## config.mk

```make
export PLATFORM = sky130hd
export DESIGN_NAME = cache_arbiter
export DESIGN_NICKNAME = d
export VERILOG_FILES = /design/src/rtl/cache_arbiter.sv
export SDC_FILE = /design/constraint.sdc
export NUM_CORES = 1
export LEC_CHECK = 0
export ABC_AREA = 1
export CAP_MARGIN = 20
export CORE_AREA = 2 2 533 535
export CTS_CLUSTER_DIAMETER = 80
export DETAILED_ROUTE_END_ITERATION = 12
export DIE_AREA = 0 0 535 537
export RECOVER_POWER = 25
export SLEW_MARGIN = 20
export SYNTH_ARGS = -nofsm -noshare
export SYNTH_HDL_FRONTEND = slang
export SYNTH_SLANG_ARGS = --single-unit
```

## constraint.sdc

```tcl
create_clock -name clk -period 1.8 [get_ports clk]
set_clock_uncertainty 0.1 [all_clocks]
set_input_delay 0.27 -clock clk [delete_from_list [all_inputs] [get_ports clk]]
set_output_delay 0.27 -clock clk [all_outputs]
set_load 0.01 [all_outputs]
```

## src/rtl/cache_arbiter.sv

```systemverilog
// cache_arbiter: shares one line-wide lower memory port between the I-L1 and D-L1.
// Ports: clk/rst; inst_* (read-only I side), data_* (read/write D side), pmem_* (shared memory).
module cache_arbiter #(
    parameter int ADDR_W = 32,
    parameter int LINE_W = 256
) (
    input  logic              clk,
    input  logic              rst,
    input  logic [ADDR_W-1:0] inst_address,
    input  logic              inst_read,
    output logic [LINE_W-1:0] inst_rdata,
    output logic              inst_resp,
    input  logic [ADDR_W-1:0] data_address,
    input  logic [LINE_W-1:0] data_wdata,
    input  logic              data_read,
    input  logic              data_write,
    output logic [LINE_W-1:0] data_rdata,
    output logic              data_resp,
    output logic [ADDR_W-1:0] pmem_address,
    output logic [LINE_W-1:0] pmem_wdata,
    output logic              pmem_read,
    output logic              pmem_write,
    input  logic [LINE_W-1:0] pmem_rdata,
    input  logic              pmem_resp
);

    typedef enum logic [1:0] {
        IDLE    = 2'd0,
        SERVE_I = 2'd1,
        SERVE_D = 2'd2
    } state_t;

    state_t              state_q, state_d;
    logic                last_d_q, last_d_d;
    logic [ADDR_W-1:0]   cmd_addr_q, cmd_addr_d;
    logic [LINE_W-1:0]   cmd_wdata_q, cmd_wdata_d;
    logic                cmd_read_q, cmd_read_d;
    logic                cmd_write_q, cmd_write_d;

    logic req_i, req_d;
    logic grant_i, grant_d;

    assign req_i = inst_read;
    assign req_d = data_read | data_write;

    // On a tie, D wins unless D was the last side served.
    assign grant_d = req_d & (~req_i | ~last_d_q);
    assign grant_i = req_i & ~grant_d;

    always_comb begin
        state_d     = state_q;
        last_d_d    = last_d_q;
        cmd_addr_d  = cmd_addr_q;
        cmd_wdata_d = cmd_wdata_q;
        cmd_read_d  = cmd_read_q;
        cmd_write_d = cmd_write_q;
        unique case (state_q)
            IDLE: begin
                if (grant_d) begin
                    state_d     = SERVE_D;
                    last_d_d    = 1'b1;
                    cmd_addr_d  = data_address;
                    cmd_wdata_d = data_wdata;
                    cmd_write_d = data_write;
                    cmd_read_d  = ~data_write;
                end else if (grant_i) begin
                    state_d     = SERVE_I;
                    last_d_d    = 1'b0;
                    cmd_addr_d  = inst_address;
                    cmd_wdata_d = '0;
                    cmd_write_d = 1'b0;
                    cmd_read_d  = 1'b1;
                end
            end
            SERVE_I, SERVE_D: begin
                if (pmem_resp) begin
                    // Address and data are cleared too so the
                    // pmem bus reads all-zero whenever idle.
                    state_d     = IDLE;
                    cmd_addr_d  = '0;
                    cmd_wdata_d = '0;
                    cmd_read_d  = 1'b0;
                    cmd_write_d = 1'b0;
                end
            end
            default: state_d = IDLE;
        endcase
    end

    always_ff @(posedge clk) begin
        if (rst) begin
            state_q     <= IDLE;
            last_d_q    <= 1'b0;
            cmd_addr_q  <= '0;
            cmd_wdata_q <= '0;
            cmd_read_q  <= 1'b0;
            cmd_write_q <= 1'b0;
        end else begin
            state_q     <= state_d;
            last_d_q    <= last_d_d;
            cmd_addr_q  <= cmd_addr_d;
            cmd_wdata_q <= cmd_wdata_d;
            cmd_read_q  <= cmd_read_d;
            cmd_write_q <= cmd_write_d;
        end
    end

    assign pmem_address = cmd_addr_q;
    assign pmem_wdata   = cmd_wdata_q;
    assign pmem_read    = cmd_read_q;
    assign pmem_write   = cmd_write_q;

    assign inst_rdata = pmem_rdata;
    assign data_rdata = pmem_rdata;
    assign inst_resp  = (state_q == SERVE_I) & pmem_resp;
    assign data_resp  = (state_q == SERVE_D) & pmem_resp;

endmodule

```

==> results of run 1 <==
[worst reg2reg max path: cells and delay by family, from the launching register on]
family,cells,cell delay (ns)
buffers and inverters,5,0.68
adders and majority gates,1,0.28
and+or+nand+nor,5,0.55
DFF,1,0.33
[routing by layer]
| metal | vias up | track usage (%) | share of wire [%] | routed length (µm) |
|---|---|---|---|---|
| met3 | 521 | 17.1 | 31 | 55600 |
| met2 | 1378 | 17.9 | 42 | 75900 |
| met1 | 6981 | 7.33 | 21 | 38700 |
| met5 | - | 0.247 | 0.24 | 429 |
| li1 | 7829 | - | - | - |
| met4 | 58 | 6.45 | 6.0 | 10800 |
[state kept, by name (all words and copies together), names as in the netlist]
register	cells
pmem_read	1
state_q	2
pmem_wdata	256
pmem_address	32
last_d_q	1
pmem_write	1
[cells by family (layout without fill, tap and decap cells)]
kind of cell               after synthesis  count (layout)  share of synthesized area (%)
DFF                                    293             293                           33.3
other                                    0              20                              0
AOI/OAI and AO/OA                      263             263                           7.47
adders and majority gates                3               3                          0.213
and+or+nand+nor                       1016            1016                           22.6
buffers and inverters                 1139            1362                           36.4
[where the power goes]
group	switching (µW)	leakage, µW	internal (µW)
Sequential	818	0.00243	7940
Clock	4100	0.000825	6080
Combinational	7900	0.00843	6170
Total	12800	0.0117	20200
[worst paths after layout]
| path | start | to | slack, ns |
|---|---|---|---|
| setup / recovery | state_q[0] | pmem_wdata[77] | -0.25 |
| hold / removal | data_wdata[59] | pmem_wdata[59] | 0.10 |
| setup reg to reg | state_q[0] | pmem_wdata[77] | -0.25 |
| hold reg to reg | last_d_q | last_d_q | 0.38 |
[cells in the mapped netlist]
master and n:
nand3_2 2, clkinv_1 1, buf_4 560, nand2_2 2, nor2_1 415, clkbuf_1 39, dfxtp_1 293, ha_1 3
o21ai_0 101, o21ai_1 23, a21oi_1 139, nand4_1 1, nand3_1 41, nand3b_1 26, nand2_1 528, buf_1 12
buf_2 35, inv_2 3, or2_1 1, inv_1 489
[layout make-up]
| type | instances | area (µm²) |
|---|---|---|
| inverters | 493 | 1870 |
| well taps | 3743 | 4680 |
| fillers | 32800 | 253000 |
| clock buffers | 69 | 1450 |
| repair buffers | 776 | 8080 |
| flip-flops and latches | 293 | 5880 |
| multi-input cells | 1282 | 5580 |
| diodes | 20 | 50.0 |
| clock inverters | 24 | 253 |
[per-stage QoR]
stage	hold WS (ns)	utilization, %
after floorplan	0.309	-
after global placement	0.364	8.98
after detailed placement	0.373	8.98
after CTS	0.00186	9.78
after global routing	0.0702	9.88
final	0.101	9.90
[timing repair]
| action | CTS | global route |
|---|---|---|
| pin swaps | 10 | 2 |
| hold buffers | 6 | 0 |
| endpoints found under the setup margin | 532 | 350 |
| setup buffers | 12 | 6 |
| endpoints found under the hold margin | 62 | 0 |
| cloned | 11 | 4 |
| resized for setup | 609 | 44 |
==> results by stage, run 1 <==
Synthesis:
- After synthesis, the cell types taking the most area are dfxtp_1 (33%), buf_4 (24%), nand2_1 (11%), inv_1 (10%), nor2_1 (8.8%).
- The number of nets in the synthesized netlist is 3299.
- In the synthesized netlist, the number of instances is 2714.
- The number of warnings reported in the yosys synthesis log is 0.
- The synthesized netlist occupies a cell area of roughly 18000 µm².
- The share of Yosys cell area claimed by the top area cell type is approximately a third.
- The largest total area in the synthesized netlist belongs to dfxtp_1.
- Sequential cells were found to cover between 30% and 40% of the synthesized design area.
- The register bit count reported by yosys is 293.
- The number of unique standard cell types used by synthesis is 20.
- The synthesized area divided by synthesized cell count is between 6 and 7 µm².

Final layout:
- Summing all non-filler instances in the final layout gives an area of 27800 µm².
- Leaving out fill and tap cells, the most frequent cells in the layout are nand2_1 (489), inv_1 (484), nor2_1 (414).
- Relative to the synthesized area, the layout overhead comes to 58.0%.
- The commonest non-fill, non-tap cell in the layout is nand2_1.
- The number of nets in the final layout is around 3.5k.
- Once layout is complete, the cells apart from fillers number around 6.7k.
- Cells with a size suffix above 1 make up 15.7% of the layout.

Floorplan:
- The placeable core region is between 200000 and 300000 µm².
- The floorplan has between 150 and 200 rows.
- For this design the top-level I/O count stands at 1386.
- The initial utilization of the core area, before any placement, comes to 6.27%.
- The floorplan step set the die width to ~540 µm.
- The die is 537 µm tall.
- The area of the die is 287000 µm².

Global route:
- Across every metal layer, demand over resource in global routing totals 12.0%.
- The initial antenna violation count was just over 90.
- The first global-routing pass estimated between 200 and 250 mm of wire.
- The total global routing overflow is 0.
- The maximum number of pins on one net before global-route repair is between 60 and 70.
- The via count of the first global-routing pass is ~16k.

Timing:
- The aggregate negative setup slack is -54.12 ns.
- The setup slack of the critical path after layout is -0.252 ns.
- Derived from the worst setup path, the maximum achievable clock frequency is just under 500 MHz.
- The measured slew at the worst slew-check pin is between 0.5 and 0.6 ns.
- The final-report hold violation count came to 0.
- The time the worst path needs with I/O delays and setup is around 2.1 ns.
- The final number of max-transition violations is 0.
- Setup repair after global routing could not meet its margin everywhere.
- The portion of the clock cycle consumed by the worst path in the final layout is 114%.
- The worst slew slack as a fraction of its limit is about two thirds.
- The number of setup violations in the final report is 350.

Setup path:
- The number of buffer and inverter instances along the worst setup path is 5.
- The largest stage delay on the critical path is approximately 0.33 ns.
- Measured in cells, the most critical reg-to-reg path has a length of 11.
- The startpoint kind of the worst setup timing path is a flop.
- The family with the most delay on the worst path is buffers and inverters.
- Data on the critical path is required at its endpoint by about 2.3 ns.
- Of all nets on the critical path, the largest fanout is 28.
- The worst setup path is of the reg -> reg kind.
- The signal on the critical path passes through inv_2, ha_4, inv_4, or2_4, nand3_4, buf_12, buf_16, buf_16, nand2_1, nand2_1, nor2_1.
- The arrival time at the worst endpoint is approximately 2.5 ns.
- The kind of capture point of the worst setup path is a flop.
- The depth of the critical timing path with buffers and inverters included is 11.
- For this design, the slowest cell found on the critical path is dfxtp_2.

Power and ir drop:
- The power density over the cells is roughly 1200 nW/µm².
- In this run the static leakage power is approximately 0.012 µW.
- The worst IR drop on VDD is ~0.59 mV.
- After layout, the design draws a total of around 33000 µW.

Routing:
- The post-detailed-route DRC marker count is 0.
- The total iterations of the first detailed-routing run is 6.
- The detailed-route vias per instance is roughly 2.5.
- The total wirelength of the detailed-routed design is between 150 and 200 mm.
- The average routed wire per standard cell is between 20 and 30 µm.
- The detail route stage leaves a number of antenna-violating nets equal to 0.
- The first routing iteration left 1020 violations.
- Across all layers, the routed design uses 16.8k vias.

Placement:
- At the end of routability-driven placement, the weighted congestion stood at 0.921.
- The wire-length estimate of the detail-placed layout is about 160 mm.
- The count of buffers added on input and output ports is between 600 and 700.
- OpenSTA, run right after detailed placement, puts the worst setup slack at -0.554 ns.
- The placed cell area is about 25000 µm².
- The placed instance count is 6549.

Hold path:
- The class of the tightest hold or removal check is in -> reg.
- The worst hold path passes through 3 cells.

Flow run:
- The number of max-cap violations is 0.

Clock tree:
- The clock-pin slew on the worst setup and hold paths is about 0.060 ns.
- The number of H-tree levels is 2.
- The cell at the root of the clock tree is clkbuf_16.
- The number of sinks handled by clock tree synthesis is 293.
- The clock latency at the later pin of the worst-skew pair is slightly below 0.7 ns.
- The CTS tree is yes.
- The number of CTS-inserted buffers is 52.
- The buffer levels on the longest clock path is 3.

Status:
- The final reports fail on negative setup slack.
- The flow ran to the end, but the final reports show violations.
No activity file was read; power rests on OpenSTA's default activity.
==> run 2: changes to the inputs <==
--- a/config.mk
+++ b/config.mk
@@ -8,7 +8,7 @@
 export ABC_AREA = 1
 export CAP_MARGIN = 20
 export CORE_AREA = 2 2 533 535
-export CTS_CLUSTER_DIAMETER = 80
+export CTS_CLUSTER_DIAMETER = 60
 export DETAILED_ROUTE_END_ITERATION = 12
 export DIE_AREA = 0 0 535 537
 export RECOVER_POWER = 25
==> run 2 against run 1 <==
Against the previous run: the flow still finishes with violations (negative setup slack); critical path depth did not move; wire length up 2.0%; power rose by 7.6%; combinational power increased by 13%; final area rose by 6.8%; flip-flop and latch count unchanged; via count is 4.0% higher; count of clock-buffer cells in the layout is the same; critical path type unchanged; critical endpoint is now pmem_wdata[239]; largest power group unchanged.
==> results by stage, run 2 (synthesis results as in run 1) <==
Power and ir drop:
- For this design the static power due to leakage is between 0.01 and 0.015 µW.
- The power density over the cells is roughly 1200 nW/µm².
- The switching share of power is between 30% and 40%.
- The total power is approximately 36000 µW.
- The switching power total is 13900 µW.
- Per report_power, the sequential group accounts for between 20% and 30% of the total.
- The clock network accounts for a little under a third of the total power.
- The share of total power dissipated in combinational logic is approximately 45%.
- The cell-internal power is 21600 µW.
- Across the VDD grid, the largest voltage drop is roughly 0.79 mV.

Floorplan:
- The die extent in x is 535 µm.
- Row generation in the floorplan step produced 195 rows.
- The die covers 287000 µm².
- The initial utilization of the core area, before any placement, comes to under 10%.
- The die is ~540 µm tall.
- The placeable core region is around 280000 µm².
- The count of pins on the block boundary is about 1.4k.

Timing:
- The final number of max-transition violations is 0.
- Once routing completed, OpenROAD measured the worst setup slack at -0.276 ns.
- The number of setup violations in the final report is 292.
- After layout, the minimum clock period comes to 2.08 ns.
- In this run the tightest slew margin relative to its limit is just under 70%.
- After layout, the worst path uses 115% of the clock period.
- The timing-limited maximum frequency is around 480 MHz.
- The final-report hold violation count is 0.
- At the pin with the least slew margin, the transition time is approximately 0.47 ns.
- Setup repair after global routing could not meet its margin everywhere.
- Summed over all failing endpoints, the final setup total negative slack is -53.75 ns.

Placement:
- The placed cell area is 25300 µm².
- The estimated wirelength of the detail-placed design is 161 mm.
- At the placement stage, the worst setup path has a slack of -0.554 ns.
- Routability-driven placement finished with a final weighted congestion of about 0.92.
- Buffers placed on the I/O ports in this run total ~620.

Final layout:
- The layout-stage area growth over the synthesis result is 68.7%.
- After the last flow step, the layout net total stands at about 3.6k.
- Leaving out fill and tap cells, the most frequent cell in the layout is inv_1.
- In the layout the commonest cells are inv_1 (482), nor2_1 (399), nand2_1 (399).
- Registers take between 5000 and 6000 µm².
- The register with the most flip-flops in the layout has ~260 of them.
- The utilization after layout is around a tenth.
- In the final layout, the multi-input gates occupy around 6000 µm².
- The proportion of layout cells with a drive suffix above 1 is around 22%.
- After routing the design area is 29700 µm².
- The number of fillers in the final layout is roughly 33k.

Setup path:
- The family with the most delay on the worst path is buffers and inverters.
- STA puts the critical path data required time at 2.26 ns.
- The critical path contains buffers and inverters numbering 7 combined.
- The most common cell type on the critical path is buf_12.
- Walking the worst path, the cells encountered are inv_2, ha_4, inv_4, buf_12, nand3_4, buf_12, inv_12, buf_12, buf_6, a21oi_1, nor2_1.
- On the worst path, the slowest cell contributes a delay of approximately 0.33 ns.
- Data on the critical path arrives at its endpoint at ~2.5 ns.
- The kind of capture point of the worst setup path is a flop.
- Along the worst path, the maximum fanout reaches 9.
- The critical setup path kind is reg -> reg.
- The slowest stage cell on the critical path is dfxtp_2.
- STA classifies the critical path startpoint as a flop.
- For the worst flop-to-flop path, the logic depth is 11.
- The depth of the critical timing path with buffers and inverters included is 11.

Routing:
- Wires add up to between 150 and 200 mm.
- The number of routed nets with antenna violations is 0.
- The first routing iteration left 1038 violations.
- After detailed routing, the average wire length per cell comes to between 20 and 30 µm.
- The number of vias after detailed routing is around 17k.
- The total iterations of the first detailed-routing run is 6.
- For this run, design rule violations remaining after detail routing come to 0.
- The detailed-route vias per instance is about 2.6.

Clock tree:
- The buffer levels on the longest clock path is 3.
- The cell sitting at the root of the clock tree is a clkbuf_16.
- The clock reaches the later pin of the worst-skew pair after ~0.70 ns.
- The number of CTS-inserted buffers is 54.
- The clock-pin slew on the worst setup and hold paths is roughly 0.060 ns.
- The CTS tree is yes.
- CTS built an H-tree with a depth of 2.
- The clock net in this run drives a total of 293 sinks.

Flow run:
- The number of max-cap violations is 0.

Status:
- The checks that failed: negative setup slack.
- The flow ran to the end, but the final reports show violations.

Global route:
- The total overflow left after global routing is 0.
- For this run, the total global-route usage over all layers was measured as 12.1%.
- The via count of the first global-routing pass came to 16.0k.
- Entering global routing, the biggest net connects 65 pins.
- The initial antenna violation count is between 80 and 90.
- The global-route wire length before repair is about 210 mm.

Hold path:
- The hold-critical path depth is 3.
- The class of the tightest hold or removal check is in -> reg.
-- run 2: cell count changes in the layout (fill, tap and decap cells not counted), sizes merged, moves of 9 or more --
cell / delta
buf: +37
clkbuf: +18
clkdlybuf4s15: -13
clkdlybuf4s50: -57
dlygate4sd2: +9
dlygate4sd3: +48
dlymetal6s2s: +40
-- run 2: through the flow --
step	hold WS (ns)	std cells
final	0.0971	6778
after global routing	0.0459	6768
after CTS	0.0000643	6739
after detailed placement	0.373	6549
after global placement	0.364	6549
after floorplan	0.309	2714
-- run 2: power by group through the flow --
stage / registers [µW] / clock network [µW] / logic [µW]
global route: 8910 / 11500 / 17300
global placement: 8840 / 0 / 13300
detailed placement: 8880 / 0 / 13300
finish: 8760 / 10900 / 15900
floorplan: 9380 / 0 / 6130
CTS: 8760 / 11300 / 14600
-- run 2: routing by layer --
layer / share of wire, % / wire length, µm / track usage (%)
met5: 0.24 / 438 / 0.247
met4: 6.2 / 11400 / 6.46
met3: 31 / 56500 / 17.4
met2: 42 / 77300 / 17.9
met1: 21 / 39400 / 7.29
-- run 2: cell type report --
class	count	share of cell area, %
diodes	14	0.118
clock buffers	69	5.08
clock inverters	29	1.18
inverters	493	6.29
multi-input cells	1282	20.8
flip-flops and latches	293	19.8
well taps	3743	15.7
repair buffers	855	31.0
-- run 2: timing repair --
| item | CTS | global route |
|---|---|---|
| cloned | 16 | 21 |
| gates resized for setup | 716 | 331 |
| endpoints found under the setup margin | 533 | 341 |
| setup buffers | 22 | 20 |
| endpoints found under the hold margin | 127 | 0 |
| pin swaps | 13 | 58 |
| hold buffers | 54 | 0 |
-- run 2: final timing paths --
path,from,end,slack (ns)
worst max-delay path,state_q[0],pmem_wdata[239],-0.28
worst min-delay path,data_wdata[248],pmem_wdata[248],0.1
worst max register to register,state_q[0],pmem_wdata[239],-0.28
worst min register to register,last_d_q,last_d_q,0.38
-- run 2: worst register-to-register path, cell delays in order, from the launching register on --
cell and delay, ns:
dfxtp_2 0.33, inv_2 0.05, ha_4 0.28, inv_4 0.04, buf_12 0.11, nand3_4 0.07
buf_12 0.15, inv_12 0.07, buf_12 0.18, buf_6 0.16, a21oi_1 0.32, nor2_1 0.08
==> run 3: changes to the inputs <==
--- a/config.mk
+++ b/config.mk
@@ -6,6 +6,7 @@
 export NUM_CORES = 1
 export LEC_CHECK = 0
 export ABC_AREA = 1
+export ABC_CLOCK_PERIOD_IN_PS = 1800
 export CAP_MARGIN = 20
 export CORE_AREA = 2 2 533 535
 export CTS_CLUSTER_DIAMETER = 60
==> results of run 3 <==
The final DEF is identical to that of run 2; final timing and power are the same.
==> patch 1, RTL diff (flow settings as in run 3) <==
Set the parameter `LINE_W` to 128 (it was 256).
--- a/src/rtl/cache_arbiter.sv
+++ b/src/rtl/cache_arbiter.sv
@@ -2,7 +2,7 @@
 // Ports: clk/rst; inst_* (read-only I side), data_* (read/write D side), pmem_* (shared memory).
 module cache_arbiter #(
     parameter int ADDR_W = 32,
-    parameter int LINE_W = 256
+    parameter int LINE_W = 128
 ) (
     input  logic              clk,
     input  logic              rst,
Ports: changed (5 resized); port bits go from 1386 to 746. No check against the original RTL was run, so the function may have changed too.
==> patch 1 against run 3 <==
- wire length shrank 37%
- sequential cell count fell by 128
- first-iteration DRC count fell by 63%
- critical path depth grew 1
- design area fell by 34%
- via count decreased by 43%
- the run still ends with negative setup slack left
- total power is 42% lower
- sequential power decreased by 44%
- area after synthesis is 43% lower
- non-clock buffer count is 382 lower
- worst setup slack better by 0.043 ns
==> patch 1: results (changes against run 3) <==
stage	metric	value	unit	change
run_status	status	finished, violations left		
run_status	violations	negative setup slack		
timing	fin_ws	-0.2325	ns	+0.04333 ns
power_and_ir_drop	ir_drop	0.4638	mV	-41%
placement	placed_cells	5409		-17%
global_route	grtUsageMet3	0.08154		-0.09286
global_route	grt_max_degree	55		-15%
power_and_ir_drop	p_leak	7.475	nW	-43%
routing	drt_iter0_drc	380		-63%
cells_and_area	nets	2069		-42%
worst_setup_path	cpPeakStageDelay	0.34	ns	
global_route	use_met2	0.1444		-0.03493
global_route	track_usage	0.07897		-0.04216
worst_setup_path	crit_arrival	2.37	ns	-0.17 ns
global_route	grt_pass1_wl	136400	um	-36%
global_route	antenna_found_initial	103		+16%
placement	portBuffers	361		-41%
clock_network	h-tree-depth	4		+2
cells_and_area	drive_above_1_share	0.2423		+0.01850
timing	finalSetupViolCount	163		-44%
power_and_ir_drop	p_switching	8.793	mW	-37%
worst_setup_path	cp_max_fo	8		-1
global_route	use_met1	0.05144		-0.02145
cells_and_area	largest_register_ffs	128		-50%
cells_and_area	final_cells	5512		-19%
routing	dr_wl_met3	26020	um	-54%
placement	dp_hpwl	103900	um	-35%
routing	highest_layer	met5		
yosys	synth_area_leaders	dfxtp_1 33%, buf_4 21%, nand2_1 12%		
clock_network	clockBufferDepth	3		unchanged
yosys	yosys-top-cells-count	332 x nand2_1, 300 x inv_1, 278 x buf_4		
yosys	post-synth-top-count-cell	nand2_1		
yosys	ys_seq_area_frac	0.3286		-0.004145
clock_network	ctsResizeCount	413		-42%
routing	drt_wl_total	116800	um	-37%
clock_network	cts_made_buffers	25		-54%
yosys	ys.flop_type	dfxtp_1		
routing	firstDrtPassIters	4		-2
global_route	grt_pass1_vias	9748		-39%
flow_run	cap_violations	0		unchanged
routing	wirelength_met1	27100	um	-31%
yosys	synth_xor_area_frac	0		unchanged
clock_network	clkLatencyLatePin	0.52	ns	-0.18 ns
clock_network	clock_tree.root_cell	clkbuf_16		
yosys	synth_cell_types	22		+10%
clock_network	path_clk_slew	0.07	ns	
yosys	synth_mux_area_frac	0		unchanged
clock_network	cts_setup_buffers	28		+27%
clock_network	holdBufCountCts	1		-98%
yosys	netlist_instances	1573		-42%
timing	finalSetupTns	-26.46	ns	+27.29 ns
yosys	synth-compound-area-share	0.06722		-0.007456
yosys	yosys.area_share.adder	0.003735		+0.001605
timing	relSlewSlack	0.6854		-0.001082
cells_and_area	fill_cells	33042		+1.3%
placement	place_congestion	0.6954		-24%
yosys	ys_warn_count	0		unchanged
routing	met2_length	58090	um	-25%
yosys	synthesis.nets	1902		-42%
routing	routed_via_density	1.816		-29%
## patch 1: power by group through the flow
stage / Sequential [mW] / Combinational (mW) / Clock, mW
finish: 4.94 / 10.9 / 4.76
global route: 5.04 / 12.0 / 5.10
CTS: 4.95 / 11.0 / 5.05
detailed placement: 5.04 / 8.72 / 0
global placement: 5.01 / 8.74 / 0
floorplan: 5.29 / 3.48 / 0
## patch 1: worst paths after layout
kind	cells after the start	end	slack, ns	startpoint
max reg2reg	12	pmem_wdata[107]$_SDFFE_PP0P_	-0.23	state_q[1]$_SDFFE_PP0P_
max	12	pmem_wdata[107]$_SDFFE_PP0P_	-0.23	state_q[1]$_SDFFE_PP0P_
min reg2reg	2	last_d_q$_SDFFE_PP0P_	0.38	last_d_q$_SDFFE_PP0P_
min	3	pmem_wdata[55]$_SDFFE_PP0P_	0.24	data_wdata[55]
## patch 1: worst max-delay path: cells and delay by family, from the launching register on
family,cells,cell delay [ns]
buffers and inverters,6,0.64
and+or+nand+nor,5,0.53
DFF,1,0.34
adders and majority gates,1,0.29
## patch 1: cell type report
cell class / count / area share
timing repair buffer: 473 / 0.2781
tap: 3743 / 0.2400
multi-input combinational: 770 / 0.2137
sequential: 165 / 0.1694
inverter: 305 / 0.06009
clock buffer: 26 / 0.03226
clock inverter: 7 / 0.003335
antenna: 23 / 0.002950
## patch 1: per-stage QoR
stage	hold WS [ns]	cell area, um^2	total power, mW	worst slack, ns
detailed placement	0.3670	16940	13.76	-0.5619
finish	0.2444	19510	20.61	-0.2325
global placement	0.3694	16940	13.76	-0.5771
global route	0.2217	19450	22.14	-0.3107
floorplan	0.3088	10050	8.768	0.004510
CTS	0.1852	19190	20.95	-0.2721
==> patch 2, RTL diff (flow settings as in run 3) <==
Without the edit above. Take the reset off `cmd_addr_q` and `cmd_wdata_q` and load them in a clocked block of their own.
--- a/src/rtl/cache_arbiter.sv
+++ b/src/rtl/cache_arbiter.sv
@@ -91,18 +91,19 @@
         if (rst) begin
             state_q     <= IDLE;
             last_d_q    <= 1'b0;
-            cmd_addr_q  <= '0;
-            cmd_wdata_q <= '0;
             cmd_read_q  <= 1'b0;
             cmd_write_q <= 1'b0;
         end else begin
             state_q     <= state_d;
             last_d_q    <= last_d_d;
-            cmd_addr_q  <= cmd_addr_d;
-            cmd_wdata_q <= cmd_wdata_d;
             cmd_read_q  <= cmd_read_d;
             cmd_write_q <= cmd_write_d;
         end
+    end
+
+    always_ff @(posedge clk) begin
+        cmd_addr_q  <= cmd_addr_d;
+        cmd_wdata_q <= cmd_wdata_d;
     end
 
     assign pmem_address = cmd_addr_q;
Check against the original RTL: not settled (the Yosys comparison gave no result); the edit may change what the design does.
==> patch 2 against run 3 <==
- worst setup slack better by 0.10 ns
- sequential cell count stayed put
- wire length decreased by 1.3%
- design area fell by 16%
- total power decreased by 9.8%
- highest routed layer unchanged
- the run still ends with negative setup slack left
- critical path depth down 3
- area after synthesis is 13% lower
==> patch 2: results (changes against run 3) <==
stage	metric	value	unit	change
yosys	ys_seq_area_frac	0.5690		+0.2362
yosys	synth_mux_area_frac	0		unchanged
min_path	hold_depth	3		unchanged
global_route	grt_max_degree	61		-6.2%
routing	highest_layer	met5		
min_path	hp-start	data_wdata[22]		
run_status	status	finished, violations left		
cells_and_area	nets	2267		-36%
placement	place_congestion	0.7944		-14%
routing	wirelength_met1	49800	um	+27%
cells_and_area	largest_register_ffs	256		unchanged
clock_network	clkLatencyLatePin	0.60	ns	-0.10 ns
yosys	synth-compound-area-share	0.01278		-0.06190
clock_network	path_clk_slew	0.07	ns	
power_and_ir_drop	swShare	0.4022		+0.01060
yosys	async_flop_share	0		unchanged
yosys	synth_cell_types	19		-5.0%
cells_and_area	drive_above_1_share	0.2541		+0.03033
yosys	yosys.area_share.adder	0.002441		+0.0003118
worst_setup_path	r2r-end	pmem_wdata[78]$_SDFFCE_PP0P_		
global_route	use_met1	0.09528		+0.02239
global_route	grt_pass1_vias	11035		-31%
timing	relSlewSlack	0.6905		+0.004016
global_route	use_met2	0.1882		+0.008926
placement	placed_area	22670	um^2	-10%
yosys	yosys-top-cells-count	529 x buf_4, 324 x nor2_1, 288 x edfxtp_1		
routing	drt_wl_total	182500	um	-1.3%
worst_setup_path	crit_start	state_q[1]$_SDFFE_PP0P_		
timing	finalSetupViolCount	301		+3.1%
routing	dr_wl_met3	44350	um	-21%
yosys	synth_area_leaders	edfxtp_1 56%, buf_4 26%, nor2_1 7.9%		
routing	drt_iter0_drc	743		-28%
power_and_ir_drop	seqPwrFrac	0.350		+0.103
yosys	synthesis.nets	2081		-37%
global_route	grt_pass1_wl	203200	um	-5.3%
global_route	antenna_found_initial	68		-24%
worst_setup_path	crit_arrival	2.24	ns	-0.30 ns
placement	dp_hpwl	168400	um	+4.7%
global_route	grtUsageMet3	0.1329		-0.04146
power_and_ir_drop	p_comb	13.6	mW	-14%
timing	fin_ws	-0.1727	ns	+0.1031 ns
power_and_ir_drop	p_leak	9.916	nW	-24%
min_path	holdPathEnd	pmem_wdata[22]$_SDFFCE_PP0P_		
power_and_ir_drop	ir_drop	0.5113	mV	-35%
yosys	ys.flop_type	edfxtp_1		
clock_network	cts_made_buffers	34		-37%
global_route	track_usage	0.1198		-0.001304
worst_setup_path	rr_worst_depth	8		-3
routing	routed_via_density	2.057		-20%
worst_setup_path	cp_max_fo	15		+6
routing	met2_length	81230	um	+5.1%
cells_and_area	fill_cells	32367		-0.73%
timing	period_minus_slack	1.973	ns	-0.1031 ns
placement	place_ws	-0.8207	ns	-0.2668 ns
yosys	synth_edf_count	288		+288
run_status	violations	negative setup slack		
==> patch 2: per-stage QoR <==
stage               utilization  hold WS, ns  power [mW]  TNS [ns]  cells
floorplan                     -       0.2317       14.11  -1128.01   1496
detailed placement      0.08057       0.3550       24.44   -197.27   5361
global route            0.08924       0.1818       33.60    -47.17   5459
finish                  0.08925       0.1990       32.04    -32.95   5460
global placement        0.08057       0.3538       24.34   -197.71   5361
CTS                     0.08540       0.1397       31.75    -60.24   5429
==> patch 2: area by class of cell <==
type                    instances  area (um^2)  area share
flip-flops and latches        293         8751      0.3485
repair buffers                699         7491      0.2984
well taps                    3743         4683      0.1865
multi-input cells             386         2006     0.07989
inverters                     268         1012     0.04032
clock buffers                  38        887.1     0.03533
clock inverters                24        254.0     0.01012
diodes                          9        22.52   0.0008970
==> patch 2: repair_timing <==
action / 4_1_cts / 5_1_grt
gates cloned: 3 / 19
endpoints found under the setup margin: 710 / 548
gates resized for setup: 429 / 211
setup buffers: 3 / 5
pin swaps: 5 / 3
